### config.mk
export PLATFORM = sky130hd
export DESIGN_NAME = sobel_window_fetch
export DESIGN_NICKNAME = d
export VERILOG_FILES = /design/src/rtl/sobel_pkg.sv /design/src/rtl/window_addr_gen.sv /design/src/rtl/sobel_window_fetch.sv
export SDC_FILE = /design/constraint.sdc
export NUM_CORES = 1
export LEC_CHECK = 0
export ABC_CLOCK_PERIOD_IN_PS = 5900
export CAP_MARGIN = 20
export CORE_MARGIN = 2
export CORE_UTILIZATION = 45
export CTS_BUF_LIST = sky130_fd_sc_hd__clkbuf_8 sky130_fd_sc_hd__clkbuf_16
export DETAILED_ROUTE_END_ITERATION = 8
export PLACE_DENSITY = 0.67
export SLEW_MARGIN = 10
export SYNTH_ARGS = -nofsm -noshare
export SYNTH_HDL_FRONTEND = slang
export SYNTH_HIERARCHICAL = 1
export SYNTH_SLANG_ARGS = --single-unit
### constraint.sdc
create_clock -name clk -period 5.9 [get_ports clk]
set_clock_uncertainty 0.15 [all_clocks]
set_input_delay 1.18 -clock clk [delete_from_list [all_inputs] [get_ports clk]]
set_output_delay 1.18 -clock clk [all_outputs]
set_load 0.005 [all_outputs]
### src/rtl/sobel_pkg.sv
// Shared types and constants for the Sobel 3x3 window fetcher.
package sobel_pkg;

    localparam int PIX_W  = 8;
    localparam int ADDR_W = 8;
    localparam int WIN_W  = 72;
    localparam int ROW_W  = 3 * PIX_W;

    // Encoding of the last centre move reported alongside move_done.
    localparam logic [1:0] DIR_NONE  = 2'b00;
    localparam logic [1:0] DIR_RIGHT = 2'b01;
    localparam logic [1:0] DIR_LEFT  = 2'b10;
    localparam logic [1:0] DIR_DOWN  = 2'b11;

    typedef enum logic [1:0] {
        ST_IDLE,
        ST_READ,
        ST_DRAIN,
        ST_DONE
    } fetch_state_t;

    // Fetch flavour; move modes share their encoding with the direction
    // input so a move request maps onto a mode by a plain cast.
    typedef enum logic [1:0] {
        MODE_FILL  = 2'b00,
        MODE_RIGHT = 2'b01,
        MODE_LEFT  = 2'b10,
        MODE_DOWN  = 2'b11
    } fetch_mode_t;

    typedef logic [PIX_W-1:0] pix_t;

endpackage

### src/rtl/window_addr_gen.sv
// Maps (centre, pitch, mode, read index) to the 8-bit pixel address to read.
module window_addr_gen
    import sobel_pkg::*;
(
    input  logic [ADDR_W-1:0] centre,
    input  logic [ADDR_W-1:0] pitch,
    input  fetch_mode_t       mode,
    input  logic [3:0]        idx,
    output logic [ADDR_W-1:0] addr
);

    logic [1:0]        row;
    logic [1:0]        col;
    logic [ADDR_W-1:0] row_off;
    logic [ADDR_W-1:0] col_off;

    // Pick the window cell for this read, then offset from the centre mod 256.
    // NOTE: every output of a combinational block gets a default first, so no
    // path through the case statements can leave a latch behind.
    always_comb begin
        row = 2'd1;
        col = 2'd1;
        case (mode)
            MODE_FILL: begin
                row = 2'(idx / 4'd3);
                col = 2'(idx % 4'd3);
            end
            MODE_RIGHT: begin
                row = idx[1:0];
                col = 2'd2;
            end
            MODE_LEFT: begin
                row = idx[1:0];
                col = 2'd0;
            end
            MODE_DOWN: begin
                row = 2'd2;
                col = idx[1:0];
            end
            default: ;
        endcase

        case (row)
            2'd0:    row_off = 8'd0 - pitch;
            2'd1:    row_off = 8'd0;
            default: row_off = pitch;
        endcase

        case (col)
            2'd0:    col_off = 8'hFF;
            2'd1:    col_off = 8'd0;
            default: col_off = 8'd1;
        endcase

        addr = centre + row_off + col_off;
    end

endmodule

### src/rtl/sobel_window_fetch.sv
// Fetches a full 3x3 pixel window, or the three new pixels after a one-step
// move, and presents the updated window with a one-cycle valid pulse.
module sobel_window_fetch
    import sobel_pkg::*;
(
    input  logic              clk,
    input  logic              n_reset,
    input  logic              fill_start,
    input  logic              move_done,
    input  logic [1:0]        direction,
    input  logic [ADDR_W-1:0] addr_r,
    input  logic [11:0]       length,
    input  logic              load_initial,
    input  logic [PIX_W-1:0]  mem_rdata,
    output logic              mem_ren,
    output logic [ADDR_W-1:0] mem_raddr,
    output logic [WIN_W-1:0]  window,
    output logic              window_valid,
    output logic              busy,
    output logic              overrun
);

    fetch_state_t      state, state_nxt;
    fetch_mode_t       mode_q;
    logic [ADDR_W-1:0] centre_q;
    logic [ADDR_W-1:0] pitch_q;
    logic [3:0]        count_q;
    logic [3:0]        rd_idx;
    logic              cap_valid;
    logic [3:0]        cap_idx;
    pix_t              staging [9];
    pix_t              staged  [9];
    logic [WIN_W-1:0]  window_nxt;
    logic [ADDR_W-1:0] gen_addr;
    logic              req_fill, req_move, req_any, accept;
    logic              unused_length;

    // Only the low byte of the pitch matters in 8-bit address arithmetic.
    assign unused_length = &{1'b0, length[11:8]};

    assign req_fill = fill_start;
    assign req_move = move_done && (direction != DIR_NONE);
    assign req_any  = req_fill || req_move;
    assign accept   = (state == ST_IDLE) && req_any && !load_initial;

    window_addr_gen u_addr_gen (
        .centre (centre_q),
        .pitch  (pitch_q),
        .mode   (mode_q),
        .idx    (rd_idx),
        .addr   (gen_addr)
    );

    // Next-state and strobe decode; load_initial overrides everything.
    always_comb begin
        state_nxt    = state;
        mem_ren      = 1'b0;
        window_valid = 1'b0;
        busy         = (state != ST_IDLE);
        case (state)
            ST_IDLE:  if (req_any) state_nxt = ST_READ;
            ST_READ: begin
                mem_ren = 1'b1;
                if (rd_idx == count_q - 4'd1) state_nxt = ST_DRAIN;
            end
            ST_DRAIN: state_nxt = ST_DONE;
            ST_DONE: begin
                window_valid = 1'b1;
                state_nxt    = ST_IDLE;
            end
            default:  state_nxt = ST_IDLE;
        endcase
        if (load_initial) begin
            state_nxt    = ST_IDLE;
            mem_ren      = 1'b0;
            window_valid = 1'b0;
        end
        mem_raddr = mem_ren ? gen_addr : '0;
    end

    // State register.
    // NOTE: clocked state uses non-blocking assignments so every register
    // samples the pre-edge values, independent of block evaluation order.
    always_ff @(posedge clk or negedge n_reset) begin
        if (!n_reset) state <= ST_IDLE;
        else          state <= state_nxt;
    end

    // Latch the request parameters on acceptance and step the read index.
    always_ff @(posedge clk or negedge n_reset) begin
        if (!n_reset) begin
            centre_q <= '0;
            pitch_q  <= '0;
            mode_q   <= MODE_FILL;
            count_q  <= 4'd0;
            rd_idx   <= 4'd0;
        end else if (accept) begin
            centre_q <= addr_r;
            pitch_q  <= length[7:0];
            mode_q   <= req_fill ? MODE_FILL : fetch_mode_t'(direction);
            count_q  <= req_fill ? 4'd9 : 4'd3;
            rd_idx   <= 4'd0;
        end else if (mem_ren) begin
            rd_idx   <= rd_idx + 4'd1;
        end
    end

    // Data returns one cycle after the strobe; remember which slot it fills.
    always_ff @(posedge clk or negedge n_reset) begin
        if (!n_reset) begin
            cap_valid <= 1'b0;
            cap_idx   <= 4'd0;
        end else begin
            cap_valid <= mem_ren;
            cap_idx   <= rd_idx;
        end
    end

    // Staging buffer write.
    // NOTE: the staging buffer carries no reset; every slot consumed by a
    // window update is written by the same fetch before it is read.
    always_ff @(posedge clk) begin
        if (cap_valid) staging[cap_idx] <= mem_rdata;
    end

    // New window contents: staged pixels plus the pixel landing this cycle.
    always_comb begin
        staged = staging;
        if (cap_valid) staged[cap_idx] = mem_rdata;
        window_nxt = window;
        case (mode_q)
            MODE_FILL:
                window_nxt = {staged[8], staged[7], staged[6], staged[5], staged[4],
                              staged[3], staged[2], staged[1], staged[0]};
            MODE_RIGHT:
                for (int r = 0; r < 3; r++)
                    window_nxt[r*ROW_W +: ROW_W] = {staged[r],
                                                    window[r*ROW_W + 2*PIX_W +: PIX_W],
                                                    window[r*ROW_W + PIX_W +: PIX_W]};
            MODE_LEFT:
                for (int r = 0; r < 3; r++)
                    window_nxt[r*ROW_W +: ROW_W] = {window[r*ROW_W + PIX_W +: PIX_W],
                                                    window[r*ROW_W +: PIX_W],
                                                    staged[r]};
            MODE_DOWN:
                window_nxt = {staged[2], staged[1], staged[0], window[WIN_W-1:ROW_W]};
            default: ;
        endcase
    end

    // Window register: changes only on the DRAIN->DONE edge or on clear.
    always_ff @(posedge clk or negedge n_reset) begin
        if (!n_reset)               window <= '0;
        else if (load_initial)      window <= '0;
        else if (state == ST_DRAIN) window <= window_nxt;
    end

    // Sticky overrun: a request arrived while a fetch was in flight.
    always_ff @(posedge clk or negedge n_reset) begin
        if (!n_reset)               overrun <= 1'b0;
        else if (load_initial)      overrun <= 1'b0;
        else if (busy && req_any)   overrun <= 1'b1;
    end

endmodule
==> run summary <==
status - complete, but fails checks
failing checks - setup timing
reg2reg setup slack - 2.86 ns
post-route ant nets - 0
DP Wirelength - 18.0 mm
PortBufs - 114
clock power share - 0.156
Peak Freq - 0.161 GHz
gr ovfl total - 0
layout net count - 1167
Yosys Warn Count - 6
worst hold stages - 1
Die W - 147 um
CP Buf/Inv Count - 7
critical path's top delay family - adder cells
final hold slack - 0.321 ns
worst reg2reg startpoint - mode_q[0]
Clock Sinks - 177
HP Start - staging[23]
Layout area overhead - 24.8%
unrepaired setup endpoints after global routing - true
share of flip-flops with an asynchronous set or reset - 0.593
drc violations - 0
Most common cell on crit path - ha_2
worst hold path type - flop to flop
CP Capture Type - output pin
Non-Filler Instances - 1388
maxcap violations - 0
CP Data Arrival Time - 4.87 ns
GRT Total Usage - 0.251
P_int - 4270 uW
H-tree levels - 4
Vias/cell - 5.70
fin crit share - 1.05
number of global-route vias before repair - 7643
Power, Total - 7010 uW
routability cong. - 0.878
first drt pass iteration count - 5
Switching Share - 0.392
Starting Density - 0.458
via count - 7910
Syn Area/Cell - 9.35 um2
Critical R2R Capture - window[52]
CTS tree - yes
Synth top area share - 0.285
Crit-path slowest cell - fa_1
reg2reg path depth - 5
Max Root-Sink Buffers - 2
per-cell routed wire length - 19.4 um
switching pwr - 2750 uW
cell leakage power - 0.00506 uW
final setup vio count - 4
worst slew pin tran - 1.16 ns
setup ws final - -0.295 ns
Inst Count DP - 1344
mapped cell area - 9230 um2
synth cell count leaders - nand2_1 (157), o21ai_0 (113), dfrtp_1 (105), dfxtp_1 (72), clkbuf_1 (54)
Synth area leader - dfrtp_1
Worst Path Required - 4.57 ns
Yosys reg bits - 177
syn_nets - 1049
final setup TNS - -0.677 ns
critical path class - flop to output pin
Synth Instances - 987
Worst slew margin - 0.226
Slew Limit Fails - 0
critical path fanouts, max - 3
Flop pwr share - 0.246
Final Hold Fails - 0
clock latency on the worst-skew pair - 0.42 ns
Die Y - 147 um
Antenna diodes - 0
share of cells above drive strength 1 - 0.165
post-synthesis sequential area ratio - 0.441
Clock Pin Slew Worst Setup and Hold Paths - 0.06 ns
number of synthesized flops with an enable pin - 0
DIE AREA - 21700 um2
Ports - 119
total CTS buffers - 17
PD cells - 609 nW/um2
Routed WL - 26.9 mm
DR iter-0 viols - 499
Worst path max stage delay - 0.45 ns
initial antenna violation count - 2
Yosys cell types - 65
Row Count - 52
top post-synthesis cells by area - dfrtp_1 (28%), dfxtp_1 (16%), nand2_1 (6.4%)
top-count cell post-synth - nand2_1
VDD IR max - 0.698 mV
top_reg_cell synth - dfrtp_1
combinational fraction of design power - 0.598
largest net degree at the start of global routing - 58
core footprint - 20200 um2
Hold Crit Endpoint - staging[23]
min Tclk post-route - 6.20 ns
Critical Path Start Type - flop
first-pass GRT wire length - 42.7 mm
Root Buffer - clkbuf_16
-- power by group through the flow --
stage,sequential [uW],clock (uW),combinational [uW]
after floorplan,1680,0,2370
after global placement,1730,0,3650
after detailed placement,1740,0,3690
after CTS,1720,1110,4150
after global routing,1760,1160,4620
final,1720,1100,4190
-- how the worst max path moves through the flow --
stage,end,cells past startpoint,startpoint
floorplan,mem_raddr[7],25,rd_idx[2]
finish,mem_raddr[7],26,rd_idx[3]
CTS,mem_raddr[7],27,rd_idx[2]
detailed placement,mem_raddr[7],23,rd_idx[3]
global route,mem_raddr[7],27,rd_idx[2]
global placement,mem_raddr[7],25,rd_idx[2]
-- area by class of cell --
class / count / area [um2]
Sequential cell: 177 / 4070
Tap cell: 270 / 338
Multi-Input combinational cell: 692 / 4810
Timing Repair Buffer: 164 / 1540
Fill cell: 1801 / 8650
Clock buffer: 18 / 439
Clock inverter: 14 / 128
Inverter: 53 / 199
-- metal layers --
| layer | share of wire | up-vias | GRT usage |
|---|---|---|---|
| met2 | 0.47 | 289 | 0.402 |
| met4 | 0.012 | 2 | 0.0606 |
| met5 | 0.00048 | - | 0 |
| met1 | 0.45 | 3854 | 0.353 |
| met3 | 0.071 | 29 | 0.0478 |
| li1 | - | 3736 | - |
-- state kept, by name (all words and copies together) (netlist names) --
signal,cells
window,72
count_q,3
cap_idx,4
rd_idx,4
cap_valid,1
state,2
pitch_q,8
centre_q,8
staging,72
overrun,1
mode_q,2
-- cell usage in the layout (no fill, tap or decap), drive strengths merged, types with 4 or more instances in the layout --
master / count
a22o: 22
dfrtp: 105
clkinv: 5
a21oi: 49
nor3: 9
nor2b: 5
nor2: 34
dfxtp: 72
a221o: 7
o21ai: 115
a31oi: 9
xor2: 4
a22oi: 19
buf: 56
a311o: 7
a21boi: 15
inv: 59
a2bb2oi: 9
fa: 8
clkdlybuf4s50: 107
nand3b: 4
and2: 8
clkbuf: 19
nand2: 157
xnor2: 10
o211ai: 17
a211oi: 5
o21a: 23
mux2i: 33
ha: 19
nand2b: 14
mux2: 58
-- cells by family after synthesis --
group / count (synthesis) / synth area share
XOR/XNOR: 14 / 0.0133
buffers and inverters: 118 / 0.0492
multiplexers: 91 / 0.109
adder cells (fa/ha/maj): 27 / 0.0431
AO/OA/AOI/OAI: 314 / 0.223
AND/OR/NAND/NOR: 246 / 0.121
flip-flops: 177 / 0.441
-- metrics by stage --
| stage | setup slack, ns | util | cell area, um2 |
|---|---|---|---|
| 2_1_floorplan | 0.0214 | - | 9230 |
| 3_3_place_gp | -0.236 | 0.533 | 10800 |
| 3_5_place_dp | -0.278 | 0.534 | 10800 |
| 4_1_cts | -0.410 | 0.569 | 11500 |
| 5_1_grt | -0.574 | 0.571 | 11500 |
| 6_report | -0.295 | 0.571 | 11500 |
-- timing repair --
item / 4_1_cts / 5_1_grt
setup endpoints to repair: 6 / 6
pin swaps: 20 / 13
buffers inserted: 11 / 0
endpoints found under the hold margin: 0 / 0
gates resized for setup: 48 / 4
hold buffers: 0 / 0
-- worst reg2reg max path, cell delays in order (launching register included) --
cell	delay [ns]
dfrtp_2	0.43
buf_4	0.24
inv_1	0.71
nand2_2	0.76
o21ai_0	0.48
a22oi_1	0.14
(Power assumes the default switching activity.)
